## config.mk

```make
export PLATFORM = sky130hd
export DESIGN_NAME = cpu_alu_core
export DESIGN_NICKNAME = d
export VERILOG_FILES = /design/src/rtl/cpu_alu_pkg.sv /design/src/rtl/cpu_alu_compare.sv /design/src/rtl/cpu_alu_core.sv
export SDC_FILE = /design/constraint.sdc
export NUM_CORES = 1
export LEC_CHECK = 0
export BUFFER_PORTS_ARGS = -buffer_cell sky130_fd_sc_hd__buf_2
export CAP_MARGIN = 20
export CORE_AREA = 2 2 205 207
export DETAILED_ROUTE_END_ITERATION = 6
export DIE_AREA = 0 0 207 209
export MAX_ROUTING_LAYER = met4
export PLACE_DENSITY = 0.44
export SYNTH_ARGS = -nofsm -noshare
export SYNTH_HDL_FRONTEND = slang
export SYNTH_HIERARCHICAL = 1
export SYNTH_SLANG_ARGS = --single-unit
```

## constraint.sdc

```tcl
create_clock -name i_clock -period 5.7 [get_ports i_clock]
set_clock_uncertainty 0.05 [all_clocks]
set_input_delay 0.285 -clock i_clock [delete_from_list [all_inputs] [get_ports i_clock]]
set_output_delay 0.285 -clock i_clock [all_outputs]
set_load 0.005 [all_outputs]
```

## src/rtl/cpu_alu_pkg.sv

```systemverilog
// cpu_alu_pkg: operation encodings and small helpers shared by the ALU
// core, its compare unit and the decode/execute stage that drives i_op.
package cpu_alu_pkg;

  localparam int unsigned XLEN    = 32;
  localparam int unsigned OP_W    = 5;
  localparam int unsigned SHAMT_W = 5;

  // Operation encodings. Codes 15 and 20-31 are reserved and yield zero.
  typedef enum logic [OP_W-1:0] {
    OP_ADD    = 5'd0,
    OP_SUB    = 5'd1,
    OP_AND    = 5'd2,
    OP_OR     = 5'd3,
    OP_XOR    = 5'd4,
    OP_SLL    = 5'd5,
    OP_SRL    = 5'd6,
    OP_SRA    = 5'd7,
    OP_EQ     = 5'd8,
    OP_NE     = 5'd9,
    OP_LT     = 5'd10,
    OP_GE     = 5'd11,
    OP_LTU    = 5'd12,
    OP_GEU    = 5'd13,
    OP_PASS2  = 5'd14,
    OP_MUL    = 5'd16,
    OP_MULH   = 5'd17,
    OP_MULHSU = 5'd18,
    OP_MULHU  = 5'd19
  } alu_op_e;

  // True for the six compare/branch operations handled by cpu_alu_compare.
  function automatic logic is_cmp_op(input logic [OP_W-1:0] op);
    return (op >= 5'd8) && (op <= 5'd13);
  endfunction

endpackage

```

## src/rtl/cpu_alu_compare.sv

```systemverilog
// cpu_alu_compare: purely combinational equality, signed and unsigned
// compares for branch resolution. Non-compare ops report false.
module cpu_alu_compare
  import cpu_alu_pkg::*;
(
  input  logic [OP_W-1:0] op_i,
  input  logic [XLEN-1:0] op1_i,
  input  logic [XLEN-1:0] op2_i,
  output logic            cmp_true_o
);

  logic eq_s;
  logic lt_s;
  logic ltu_s;

  assign eq_s  = (op1_i == op2_i);
  assign lt_s  = ($signed(op1_i) < $signed(op2_i));
  assign ltu_s = (op1_i < op2_i);

  // Select the requested relation; GE/GEU are the complements of LT/LTU.
  always_comb begin
    cmp_true_o = 1'b0;
    case (op_i)
      OP_EQ:   cmp_true_o = eq_s;
      OP_NE:   cmp_true_o = ~eq_s;
      OP_LT:   cmp_true_o = lt_s;
      OP_GE:   cmp_true_o = ~lt_s;
      OP_LTU:  cmp_true_o = ltu_s;
      OP_GEU:  cmp_true_o = ~ltu_s;
      default: cmp_true_o = 1'b0;
    endcase
  end

endmodule

```

## src/rtl/cpu_alu_core.sv

```systemverilog
// cpu_alu_core: single-cycle integer ALU with a registered result.
// Optional RV32M multiply (ops 16-19) is built only when the macro
// CPU_ALU_MUL_EN is defined; otherwise those ops return zero and no
// multiplier is generated.
module cpu_alu_core
  import cpu_alu_pkg::*;
(
  input  logic            i_clock,
  input  logic            i_reset,
  input  logic            i_stall,
  input  logic [OP_W-1:0] i_op,
  input  logic [XLEN-1:0] i_op1,
  input  logic [XLEN-1:0] i_op2,
  output logic [XLEN-1:0] o_result
);

  logic [XLEN-1:0]    result_q;
  logic [XLEN-1:0]    result_d;
  logic [SHAMT_W-1:0] shamt_s;
  logic               cmp_true_s;
  logic [XLEN-1:0]    mul_res_s;

  // Only the low five bits of op2 form the shift amount.
  assign shamt_s = i_op2[SHAMT_W-1:0];

  cpu_alu_compare u_compare (
    .op_i       (i_op),
    .op1_i      (i_op1),
    .op2_i      (i_op2),
    .cmp_true_o (cmp_true_s)
  );

`ifdef CPU_ALU_MUL_EN
  logic [63:0] mul_a_s;
  logic [63:0] mul_b_s;
  logic [63:0] mul_prod_s;

  // Extend operands to 64 bits (sign or zero per op) so one unsigned
  // 64-bit product serves MUL, MULH, MULHSU and MULHU.
  always_comb begin
    mul_a_s = {32'h0, i_op1};
    mul_b_s = {32'h0, i_op2};
    if ((i_op == OP_MULH) || (i_op == OP_MULHSU)) begin
      mul_a_s = {{32{i_op1[31]}}, i_op1};
    end else begin
      mul_a_s = {32'h0, i_op1};
    end
    if (i_op == OP_MULH) begin
      mul_b_s = {{32{i_op2[31]}}, i_op2};
    end else begin
      mul_b_s = {32'h0, i_op2};
    end
  end

  assign mul_prod_s = mul_a_s * mul_b_s;

  // MUL takes the low word; the high-word variants take bits 63:32.
  always_comb begin
    mul_res_s = 32'h0;
    case (i_op)
      OP_MUL:    mul_res_s = mul_prod_s[31:0];
      OP_MULH:   mul_res_s = mul_prod_s[63:32];
      OP_MULHSU: mul_res_s = mul_prod_s[63:32];
      OP_MULHU:  mul_res_s = mul_prod_s[63:32];
      default:   mul_res_s = 32'h0;
    endcase
  end
`else
  // Multiply disabled: ops 16-19 read as zero.
  assign mul_res_s = 32'h0;
`endif

  // Next-result decode; reserved codes and unknown ops produce zero.
  always_comb begin
    result_d = 32'h0;
    case (i_op)
      OP_ADD:    result_d = i_op1 + i_op2;
      OP_SUB:    result_d = i_op1 - i_op2;
      OP_AND:    result_d = i_op1 & i_op2;
      OP_OR:     result_d = i_op1 | i_op2;
      OP_XOR:    result_d = i_op1 ^ i_op2;
      OP_SLL:    result_d = i_op1 << shamt_s;
      OP_SRL:    result_d = i_op1 >> shamt_s;
      OP_SRA:    result_d = $unsigned($signed(i_op1) >>> shamt_s);
      OP_EQ,
      OP_NE,
      OP_LT,
      OP_GE,
      OP_LTU,
      OP_GEU:    result_d = {31'h0, cmp_true_s};
      OP_PASS2:  result_d = i_op2;
      OP_MUL,
      OP_MULH,
      OP_MULHSU,
      OP_MULHU:  result_d = mul_res_s;
      default:   result_d = 32'h0;
    endcase
  end

  // Result register: reset beats stall, stall holds the previous value.
  always_ff @(posedge i_clock) begin
    if (!i_reset) begin
      result_q <= 32'h0;
    end else if (!i_stall) begin
      result_q <= result_d;
    end else begin
      result_q <= result_q;
    end
  end

  assign o_result = result_q;

endmodule

```

== Word level (Yosys, flattened, before mapping) ==
Index checks and enable logic that the tools add are counted.

* Input bits: 72
* Flip-flop bits (word level): 32
* Output and inout port bits: 32

* Magnitude comparators: 2
* Reductions and logical operators: 2
* Equal/unequal tests: 15
* Shifts and indexed selects: 3
* $add $sub $neg: 2
* Muxes and demuxes: 2
* Bitwise logic cells: 6

{| class="wikitable"
|+ Operators by type and width
! kind !! count
|-
| case mux 32 bit (10 select lines) || 1
|-
| < comparator 32 bit || 2
|-
| equality test 5 x 4 -> 1 bit (second input constant) || 7
|-
| adder 32 bit || 1
|-
| AND 32 bit || 1
|-
| equality test 32 bit || 1
|-
| bitwise OR 32 bit || 1
|-
| << shifter 32 x 5 -> 32 bit || 1
|-
| right shift 32 x 5 -> 32 bit || 1
|-
| >>> shifter 32 x 5 -> 32 bit || 1
|-
| subtractor 32 bit || 1
|-
| XOR 32 bit || 1
|-
| equality test 5 x 3 -> 1 bit (second input constant) || 4
|-
| equality test 5 x 2 -> 1 bit (second input constant) || 2
|-
| case mux 1 bit (6 select lines) || 1
|-
| OR reduction 6 bit || 1
|-
| equality test 5 x 1 -> 1 bit (second input constant) || 1
|-
| zero test 5 bit || 1
|-
| NOT 1 bit || 3
|}

== Longest topological paths before layout ==
* Depth in word-level cells: 4
* Mapped depth: 20
* Mapped depth without buffers: 16

== Modules after synthesis ==
The synthesis kept the hierarchy.

{| class="wikitable"
|+ By module, submodules not included
! module !! times used !! area an instance (um^2) !! cells each !! seq. area each (um^2)
|-
| cpu_alu_core || 1 || 9,275.1 || 1,233 || 640.6
|-
| cpu_alu_compare || 1 || 914.6 || 130 || 0.0
|}

== Least setup slack after synthesis ==
Ideal clock, no wire load.

* Path type: input -> register
* From: input i_op[1]
* To: register result_q[22] (netlist: o_result[22])
* Arrival time: 4.037 ns
* Path buffers: 3
* Library setup time: 0.126 ns
* Stages on the path: 15
* Path slack: 1.487 ns
* Required time: 5.524 ns
* Path through: buf_2 -> nor4_1 -> and2_1 -> buf_2 -> buf_1 -> mux2i_1 -> fa_1 -> a21o_1 -> a221oi_2 -> o221ai_2 -> a2111oi_0 -> o31ai_1 -> xor2_1 -> a221oi_1 -> nor3b_1

* Word-level cells in the longest chain between the ends: 3

{| class="wikitable"
|+ RTL lines
! element !! RTL line !! text
|-
| start, declared || cpu_alu_core.sv:11 || <nowiki>input logic [OP_W-1:0] i_op,</nowiki>
|-
| equality test 5 x 4 -> 1 bit || cpu_alu_core.sv:76 || <nowiki>case (i_op)</nowiki>
|-
| OR reduction 6 bit || cpu_alu_core.sv:76 ||
|-
| case mux 32 bit (10 select lines) * || cpu_alu_core.sv:76 ||
|-
| end signal, assigned || cpu_alu_core.sv:105 || <nowiki>result_q <= result_d;</nowiki>
|-
| end signal, assigned || cpu_alu_core.sv:107 || <nowiki>result_q <= result_q;</nowiki>
|-
| end, declared || cpu_alu_core.sv:17 || <nowiki>logic [XLEN-1:0] result_q;</nowiki>
|}

Every way passes the cells marked *; elsewhere a longest branch is shown, timed or not.
A chain may end at the register's enable or synchronous reset.

== Worst setup path in the final report ==
* From: input i_op1[31]
* To: register result_q[0] (netlist: o_result[0])

* Word-level cells in the longest chain between the ends: 4

{| class="wikitable"
|+ RTL lines
! element !! RTL line !! text
|-
| start, declared || cpu_alu_core.sv:12 || <nowiki>input logic [XLEN-1:0] i_op1,</nowiki>
|-
| < comparator 32 bit, or another cell as far along || cpu_alu_compare.sv:18 || <nowiki>assign ltu_s = (op1_i < op2_i);</nowiki>
|-
| NOT 1 bit (on tied branches) || cpu_alu_compare.sv:29, cpu_alu_compare.sv:25, cpu_alu_compare.sv:27 ||
|-
| case mux 1 bit (6 select lines) * || cpu_alu_compare.sv:23 || <nowiki>case (op_i)</nowiki>
|-
| named net cmp_true_s || cpu_alu_core.sv:20 || <nowiki>logic cmp_true_s;</nowiki>
|-
| case mux 32 bit (10 select lines) * || cpu_alu_core.sv:76 ||
|}

The timed path passes the listed nets; every way through them passes the cells marked *.

==> flow_summary.ini <==
[run_status]
outcome = finished, final reports clean

[detailed_routing]
vias = 11200
ant_nets = 0
drc_errors = 0
via_per_inst = 5.78
routed_wl_um = 50000
wl_per_cell_um = 25.8
drtIter0Drc = 1008
dr.pass1.iters = 5

[yosys]
synthFlopType = dfxtp_1
yosysSeqAreaShare_pct = 6.29
synthArstFlopShare_pct = 0
yosys.area.top_type = ha_1
synth.area.top_cells = ha_1, mux4_2, dfxtp_1
syn_area_mm2 = 0.0102
synth_edf_count = 0
synthCells = 1363
avgSynthCellArea_um2 = 7.48
synth_fp_nets = 1565
ys_warn_count = 6
synth_top_area_share_pct = 15.8
synth_cell_types = 89
ys_seq_elements = 32

[setup_path]
path_delay_family = compound AO/OA/AOI/OAI gates
crit_path_end_kind = flip-flop
crit_type = in2reg
critPathBufInv = 1
worst-path-max-fanout = 15
arrival_ns = 4.47
required_ns = 5.81
crit_chain = buf_2, ha_1, nand4_2, nor4_4, nand2_1, a31oi_1, or4_1, nand3_1, nand4b_1, o2111ai_1, a311oi_1, o21ai_0
start_kind = primary input
critPathMaxStageDelay_ns = 0.79
worst_path_max_delay_cell = a311oi_1

[global_route]
grt_pass1_wl_um = 72700
grtUsageTotal_pct = 23.1
grt_pass1_vias = 10800
overflow = 0
antenna_found_initial = 3
grt_max_degree = 76

[timing]
hold_violations = 0
setup_viol = 0
tns_ns = 0
max_slew_margin_pct = 34.1
period_share_pct = 76.5
rsz0062_at_grt = no
slew_violations = 0
period_minus_slack_ns = 4.36
worstMarginPinSlew_ns = 0.989
timing.fmax_mhz = 229

[layout]
largest_register_ff_count = 32
final_cell_mix = nand2_1, ha_1, a21oi_1
synthToLayoutAreaGrowth_pct = 10.5
drive_gt1_share_pct = 15.9
instances_no_fill = 1936
nNetsFinal = 1595
fill_cells = 4613
mostFrequentLayoutCell = nand2_1

[cts]
holdBufCountCts = 0
clkSlewWorstSetupHoldPaths_ns = 0.07
cts_tree = done
post_cts_buffers = 0
clkSinkCount = 32
clk_latency_ns = 0.31
cts_buffer_depth = 2
cts_root_buf = clkbuf_16
h-tree-depth = 2
post_cts_resized = 0
numCtsBuffers = 5

[floorplan]
core_area_mm2 = 0.0413
die_x_um = 207
fp-row-count = 75
floorplan.initialDensity_pct = 24.7
die_y_um = 209
dieArea_mm2 = 0.0433
ioPinCount = 104

[placement]
hpwl_um = 38700
io_buffer_count = 103
routabilityCongestion = 0.969
dp_cells = 1925

[power_and_ir_drop]
p_leak_nw = 4.87
p_int_uw = 718
switchingPower_uw = 730
p_seq_share_pct = 16.1
comb_power_share_pct = 62.8
power.share.clock_pct = 21.1
swShare_pct = 50.4
finalPower_mw = 1.45
power_density_mw_per_mm2 = 128
vdd_ir_drop_max_uv = 95.4

[job]
drv_cap = 0

[min_path]
hold_path_class = in2reg
==> routing by layer <==
metal,GRT usage (%),wire (um)
met5,-,0
met4,8.47,1860
met3,3.65,3330
met2,35.6,22400
met1,30.5,22500
==> Yosys cell counts, types with 5 or more instances <==
cell / n
a2111oi_0: 5
a211oi_1: 29
a21o_1: 24
a21oi_1: 110
a221o_1: 13
a221oi_1: 36
a22oi_1: 8
a31oi_1: 13
and2_1: 13
and3_1: 10
buf_1: 12
buf_2: 24
buf_4: 7
clkbuf_1: 52
dfxtp_1: 32
ha_1: 129
inv_1: 108
mux2_2: 21
mux2i_1: 47
mux4_2: 41
nand2_1: 132
nand2b_1: 9
nand3_1: 21
nand3b_1: 5
nand4_1: 9
nor2_1: 107
nor2b_1: 8
nor3_1: 18
nor3b_1: 8
nor4_1: 7
o2111ai_1: 6
o211ai_1: 19
o21a_1: 5
o21ai_0: 102
o21bai_1: 6
o221ai_1: 5
o22ai_1: 6
o31ai_1: 8
o41ai_1: 5
or3_1: 6
or4_1: 7
xnor2_1: 46
xor2_1: 7
==> stage by stage <==
| stage | utilization, % | worst slack [ns] | cell area (um2) | hold slack, ns |
|---|---|---|---|---|
| detailed placement | 26.9 | 1.15 | 11100 | 0.392 |
| CTS | 27.3 | 1.46 | 11300 | 0.368 |
| floorplan | - | 1.49 | 10200 | 0.399 |
| global route | 27.3 | 1.04 | 11300 | 0.432 |
| finish | 27.3 | 1.34 | 11300 | 0.370 |
| global placement | 26.9 | 1.18 | 11100 | 0.391 |
==> cell families after synthesis <==
logic type                 synth area share (%)
buffers and inverters                      8.51
and+or+nand+nor                            18.4
adders and majority gates                  16.0
DFF                                        6.29
AOI/OAI and AO/OA                          29.3
muxes                                      16.8
xor gates and xnor gates                   4.72
==> power by group through the flow <==
| stage | clock network, mW | logic [mW] | registers (mW) |
|---|---|---|---|
| 6_report | 0.305 | 0.908 | 0.233 |
| 5_1_grt | 0.316 | 0.985 | 0.234 |
| 4_1_cts | 0.310 | 0.897 | 0.233 |
| 3_5_place_dp | 0 | 0.892 | 0.239 |
| 3_3_place_gp | 0 | 0.895 | 0.239 |
| 2_1_floorplan | 0 | 0.577 | 0.237 |
==> worst paths after layout <==
path / startpoint / slack (ns) / endpoint / cells after the start
setup / recovery: i_op1[31] / 1.34 / o_result[0] / 12
hold / removal: i_op2[8] / 0.37 / o_result[8] / 4
setup reg to reg: o_result[29] / 3.79 / o_result[29] / 5
hold reg to reg: o_result[2] / 0.40 / o_result[2] / 2
==> worst min-delay path, cell delays in order <==
cell and delay [ns]:
buf_2 0.13, a221oi_1 0.08, o21ai_0 0.07, o311a_1 0.13
==> layout make-up <==
cell class                 instances  area [um2]  share of cell area (%)
inverter                         109         409                    3.63
timing repair buffer             122         663                    5.89
antenna                            3        7.51                  0.0666
multi-input combinational       1123        8720                    77.4
clock buffer                       5         125                    1.11
clock inverter                     3        23.8                   0.211
tap                              539         674                    5.99
sequential                        32         641                    5.69
Power figures use the tool's default switching activity.
